--- config.mk ---
export PLATFORM = sky130hd
export DESIGN_NAME = cond_unit_flat
export DESIGN_NICKNAME = d
export VERILOG_FILES = /design/src/rtl/cond_unit_if.sv /design/src/rtl/cond_unit.sv /design/src/flat_wrapper.sv
export SDC_FILE = /design/constraint.sdc
export NUM_CORES = 1
export LEC_CHECK = 0
export ABC_AREA = 1
export CORE_ASPECT_RATIO = 0.6
export CORE_MARGIN = 3
export CORE_UTILIZATION = 41
export DETAILED_ROUTE_END_ITERATION = 12
export PLACE_DENSITY = 0.78
export SETUP_SLACK_MARGIN = 0.2
export SLEW_MARGIN = 5
export SYNTH_ARGS = -nofsm -noshare
export SYNTH_HDL_FRONTEND = slang
export SYNTH_SLANG_ARGS = --single-unit
--- constraint.sdc ---
create_clock -name clk -period 1.4 [get_ports clk]
set_clock_uncertainty 0.05 [all_clocks]
set_input_delay 0.21 -clock clk [delete_from_list [all_inputs] [get_ports clk]]
set_output_delay 0.21 -clock clk [all_outputs]
set_load 0.01 [all_outputs]
--- src/rtl/cond_unit_if.sv ---
// Decoder/ALU-to-condition-unit bundle: instruction request and flags in,
// gated write enables, architectural flags and overflow count out.
interface cond_unit_if #(
    parameter int unsigned CNT_W = 8
);
    logic             valid_in;
    logic             stall;
    logic [3:0]       Cond;
    logic [1:0]       FlagW;
    logic             PCS;
    logic             RegW;
    logic             MemW;
    logic [3:0]       ALUFlags;
    logic             CondEx;
    logic             PCSrc;
    logic             RegWrite;
    logic             MemWrite;
    logic             valid_out;
    logic [3:0]       Flags;
    logic [CNT_W-1:0] ovf_count;

    modport master (
        output valid_in, stall, Cond, FlagW, PCS, RegW, MemW, ALUFlags,
        input  CondEx, PCSrc, RegWrite, MemWrite, valid_out, Flags, ovf_count
    );

    modport slave (
        input  valid_in, stall, Cond, FlagW, PCS, RegW, MemW, ALUFlags,
        output CondEx, PCSrc, RegWrite, MemWrite, valid_out, Flags, ovf_count
    );
endinterface

--- src/rtl/cond_unit.sv ---
// Condition unit: holds N/Z/C/V, evaluates the condition field, registers the
// gated PC/register/memory write requests and counts overflow events.
module cond_unit #(
    parameter int unsigned CNT_W = 8
) (
    input logic        clk,
    input logic        rst,
    cond_unit_if.slave bus
);
    logic [3:0]       flags;
    logic [CNT_W-1:0] cnt;
    logic             condex;
    logic             pcsrc, regwrite, memwrite, valid_q;
    logic             n, z, c, v;

    assign {n, z, c, v} = flags;

    // Evaluated against registered flags only; no bypass from ALUFlags.
    always_comb begin
        condex = 1'b0;
        unique case (bus.Cond)
            4'b0000: condex = z;
            4'b0001: condex = !z;
            4'b0010: condex = c;
            4'b0011: condex = !c;
            4'b0100: condex = n;
            4'b0101: condex = !n;
            4'b0110: condex = v;
            4'b0111: condex = !v;
            4'b1000: condex = c & !z;
            4'b1001: condex = !c | z;
            4'b1010: condex = (n == v);
            4'b1011: condex = (n != v);
            4'b1100: condex = !z & (n == v);
            4'b1101: condex = z | (n != v);
            default: condex = 1'b1;
        endcase
    end

    always_ff @(posedge clk) begin
        if (rst) begin
            flags    <= '0;
            cnt      <= '0;
            pcsrc    <= 1'b0;
            regwrite <= 1'b0;
            memwrite <= 1'b0;
            valid_q  <= 1'b0;
        end else if (!bus.stall) begin
            valid_q  <= bus.valid_in;
            pcsrc    <= bus.valid_in & condex & bus.PCS;
            regwrite <= bus.valid_in & condex & bus.RegW;
            memwrite <= bus.valid_in & condex & bus.MemW;
            if (bus.valid_in && condex) begin
                if (bus.FlagW[1]) flags[3:2] <= bus.ALUFlags[3:2];
                if (bus.FlagW[0]) flags[1:0] <= bus.ALUFlags[1:0];
                if (bus.FlagW[0] && bus.ALUFlags[0] && cnt != '1)
                    cnt <= cnt + 1'b1;
            end
        end
    end

    assign bus.CondEx    = condex;
    assign bus.PCSrc     = pcsrc;
    assign bus.RegWrite  = regwrite;
    assign bus.MemWrite  = memwrite;
    assign bus.valid_out = valid_q;
    assign bus.Flags     = flags;
    assign bus.ovf_count = cnt;
endmodule

--- src/flat_wrapper.sv ---
// flat-port wrapper written by rule: the top's interface ports become plain ports
module cond_unit_flat 
#(
    parameter int unsigned CNT_W = 8
)
  (clk, rst, bus_valid_in, bus_stall, bus_Cond, bus_FlagW, bus_PCS, bus_RegW, bus_MemW, bus_ALUFlags, bus_CondEx, bus_PCSrc, bus_RegWrite, bus_MemWrite, bus_valid_out, bus_Flags, bus_ovf_count);
  cond_unit_if #(.CNT_W(CNT_W)) bus_i ();
  input logic clk;
  input logic rst;
  input wire logic [$bits(bus_i.valid_in)-1:0] bus_valid_in;
  input wire logic [$bits(bus_i.stall)-1:0] bus_stall;
  input wire logic [$bits(bus_i.Cond)-1:0] bus_Cond;
  input wire logic [$bits(bus_i.FlagW)-1:0] bus_FlagW;
  input wire logic [$bits(bus_i.PCS)-1:0] bus_PCS;
  input wire logic [$bits(bus_i.RegW)-1:0] bus_RegW;
  input wire logic [$bits(bus_i.MemW)-1:0] bus_MemW;
  input wire logic [$bits(bus_i.ALUFlags)-1:0] bus_ALUFlags;
  output wire logic [$bits(bus_i.CondEx)-1:0] bus_CondEx;
  output wire logic [$bits(bus_i.PCSrc)-1:0] bus_PCSrc;
  output wire logic [$bits(bus_i.RegWrite)-1:0] bus_RegWrite;
  output wire logic [$bits(bus_i.MemWrite)-1:0] bus_MemWrite;
  output wire logic [$bits(bus_i.valid_out)-1:0] bus_valid_out;
  output wire logic [$bits(bus_i.Flags)-1:0] bus_Flags;
  output wire logic [$bits(bus_i.ovf_count)-1:0] bus_ovf_count;
  assign bus_i.valid_in = bus_valid_in;
  assign bus_i.stall = bus_stall;
  assign bus_i.Cond = bus_Cond;
  assign bus_i.FlagW = bus_FlagW;
  assign bus_i.PCS = bus_PCS;
  assign bus_i.RegW = bus_RegW;
  assign bus_i.MemW = bus_MemW;
  assign bus_i.ALUFlags = bus_ALUFlags;
  assign bus_CondEx = bus_i.CondEx;
  assign bus_PCSrc = bus_i.PCSrc;
  assign bus_RegWrite = bus_i.RegWrite;
  assign bus_MemWrite = bus_i.MemWrite;
  assign bus_valid_out = bus_i.valid_out;
  assign bus_Flags = bus_i.Flags;
  assign bus_ovf_count = bus_i.ovf_count;
  cond_unit #(.CNT_W(CNT_W)) u_core (.clk(clk), .rst(rst), .bus(bus_i));
endmodule
==> out/qor.txt, run 1 <==
Most numerous cell in the Yosys netlist - nand2_1
Post-synth EDFFs - 0
Starting density of the core - 45.5%
Setup CP Type - reg -> out
Final period utilization - 113%
Minimum clock period - 1.58 ns
Flops & latches, synth - 16
CTS tree - yes
Critical Path RT - 1.14 ns
Critical path capture point - bus_CondEx
Worst-path clk slew - 0.07 ns
Synthesized instance count - 175
Max transition margin - 80.6%
DRC viols - 0
Max VDD drop - 0.502 mV
R2R Path End - u_core.bus.PCSrc$_SDFFE_PP0N_
Global placement routability congestion - 0.996
Core Box Area - 2280 um^2
Synth warn - 0
Worst setup EP type - output pin
DRT Wirelength - 3380 um
# diodes - 0
Status - complete, but fails checks
DRT Pass-1 Iters - 4
Max clock buf depth - 2
Detailed Place HPWL - 2580 um
Worst Setup Start Kind - register
Drt wl/cell - 13.2 um
Vias per cell - 5.05
Fin worst setup slack - -0.179 ns
Hold Crit Depth - 2
Synth top area share - 30.9%
Fin Hold WS - 0.418 ns
Failing checks - negative setup slack
Final Max Tran Viols - 0
Leak - 0.811 nW
Drt initial violations - 97
Crit-path max FO - 5
GR Overflow Total - 0
Initial antenna violation count - 0
# fillers - 191
Tightest Pin Transition - 0.291 ns
Max-cap violation count - 0
Syn_area_per_cell - 5.92 um^2
Rows - 13
Top FF cell, synth - dfxtp_1
CP startpoint - u_core.bus.Flags[0]$_SDFFE_PP0P_
Synth async-reset ratio - 0%
Die footprint - 3190 um^2
Number of global-route vias before repair - 1194
Finished Core Util - 73.4%
Setup slack on the worst flop-to-flop path - -0.11 ns
Hold Vio Cnt, Final - 0
Top cells by count, synth - 50 x nand2_1, 30 x nor2_1, 27 x inv_1
Share of cells above drive strength 1 - 31.3%
Sequential area share after synthesis - 30.9%
Crit path DAT - 1.32 ns
Max Clk Rate - 633 MHz
Pwr/cell area - 706 nW/um^2
Design area - 1670 um^2
Area Overhead vs Synth - 61.4%
Reg2reg start - u_core.bus.Flags[0]$_SDFFE_PP0P_
Top Ports - 34
Largest net degree at the start of global routing - 20
IO Port Bufs - 33
Final setup violation count - 15
CTS Buf Count - 3
Overall routing resource usage - 22.5%
Post-CTS Hold Fix Bufs - 0
R2R cell count - 11
Clock sink total - 16
Root buf cell - clkbuf_8
First-pass GRT wire length - 5570 um
Syn Nets - 193
Post-Syn Area - 1040 um^2
Die height - 44.9 um
Latest clock arrival within the worst-skew pair - 0.26 ns
Area contributors post-synth - dfxtp_1 31%, nand2_1 18%, nor2_1 11%
Die width - 70.9 um
Routed via count - 1297
Worst Hold Class - reg -> reg
Cell taking the most area after synthesis - dfxtp_1
Placed inst area - 1570 um^2
Max H-tree Level - 1
RSZ-0062 raised after global routing - true
Final net count - 246
Synth cell types - 17
Antenna viol nets, final - 0
logic make-up (layout without fill, tap and decap cells):
family          after synthesis  count (layout)  share of synthesized area, %
simple gates                114             114                          49.2
buf+inv                      33              85                          13.0
xor+xnor                      1               1                         0.846
flops                        16              16                          30.9
compound gates               10              10                          4.83
fa+ha+maj                     1               1                          1.21
worst max-delay path, stage by stage, from the launching register on:
cell	delay, ns
dfxtp_4	0.38
inv_2	0.06
nand2_4	0.08
nand3_2	0.07
nand2_1	0.07
nand2_1	0.06
nor2_1	0.11
nand2_2	0.10
buf_6	0.13
power breakdown:
part           total, mW  switching (mW)  internal [mW]
Clock              0.426           0.176          0.250
Sequential         0.472          0.0118          0.460
Combinational      0.283           0.149          0.134
Total               1.18           0.337          0.844
cells in the final DEF, fill, tap and decap left out, types with 2 or more instances in the layout:
cell | netlist | layout
clkbuf_8 | 0 | 4
inv_2 | 1 | 5
dfxtp_4 | 0 | 5
nand2_1 | 50 | 45
buf_2 | 0 | 5
nor2_1 | 30 | 27
nor2_2 | 0 | 2
dfxtp_1 | 16 | 5
a21oi_1 | 10 | 9
nand3_1 | 22 | 12
inv_1 | 27 | 22
dfxtp_2 | 0 | 6
clkdlybuf4s50_1 | 0 | 12
nand2_2 | 2 | 6
nand4_1 | 7 | 7
nand3_4 | 2 | 2
dlygate4sd2_1 | 0 | 10
nand3_2 | 0 | 10
clkdlybuf4s15_1 | 0 | 4
buf_4 | 1 | 18
state kept, by name (all words and copies together), names as in the netlist:
signal and flops:
u_core.bus.Flags 4, u_core.bus.RegWrite 1, u_core.bus.PCSrc 1, u_core.bus.ovf_count 8, u_core.bus.MemWrite 1, u_core.bus.valid_out 1
cell type report:
type	instances	area (um^2)	share of cell area, %
inverter	29	111	6.66
clock buffer	4	55.1	3.29
multi-input combinational	126	677	40.5
tap	30	37.5	2.25
timing repair buffer	52	444	26.6
sequential	16	347	20.7
layer usage:
layer | share of wire, % | wire [um] | track usage, %
met3 | 8.5 | 288 | 7.11
met1 | 46 | 1540 | 29.8
met5 | 0 | 0 | 0
met4 | 1.5 | 51 | 5.99
met2 | 44 | 1500 | 36.1
worst min-delay path by stage:
| stage | startpoint | endpoint | slack [ns] |
|---|---|---|---|
| floorplan | bus_ALUFlags[0] | u_core.bus.Flags[0]$_SDFFE_PP0P_ | 0.29 |
| CTS | u_core.bus.RegWrite$_SDFFE_PP0N_ | u_core.bus.RegWrite$_SDFFE_PP0N_ | 0.42 |
| finish | u_core.bus.RegWrite$_SDFFE_PP0N_ | u_core.bus.RegWrite$_SDFFE_PP0N_ | 0.42 |
| global placement | u_core.bus.PCSrc$_SDFFE_PP0N_ | u_core.bus.PCSrc$_SDFFE_PP0N_ | 0.39 |
| detailed placement | u_core.bus.RegWrite$_SDFFE_PP0N_ | u_core.bus.RegWrite$_SDFFE_PP0N_ | 0.41 |
| global route | u_core.bus.RegWrite$_SDFFE_PP0N_ | u_core.bus.RegWrite$_SDFFE_PP0N_ | 0.44 |
repair_timing:
| action | CTS | global route |
|---|---|---|
| setup buffers | 1 | 1 |
| pin swaps | 8 | 4 |
| setup endpoints to repair | 32 | 21 |
| gates resized for setup | 49 | 20 |
metrics by stage:
| step | power (mW) | TNS [ns] | worst slack [ns] | instances |
|---|---|---|---|---|
| 3_3_place_gp | 0.736 | -8.96 | -0.704 | 251 |
| 3_5_place_dp | 0.741 | -10.01 | -0.743 | 251 |
| 2_1_floorplan | 0.615 | 0 | 0.0210 | 175 |
| 4_1_cts | 1.16 | -1.24 | -0.154 | 256 |
| 6_report | 1.18 | -1.27 | -0.179 | 257 |
| 5_1_grt | 1.23 | -2.90 | -0.244 | 257 |
(Power assumes the default switching activity.)
==> inputs of run 2 (changes only) <==
CAP_MARGIN = 20   (was default)
==> results of run 2 <==
Same layout as run 1: the final DEF is identical, and so are final timing and power.
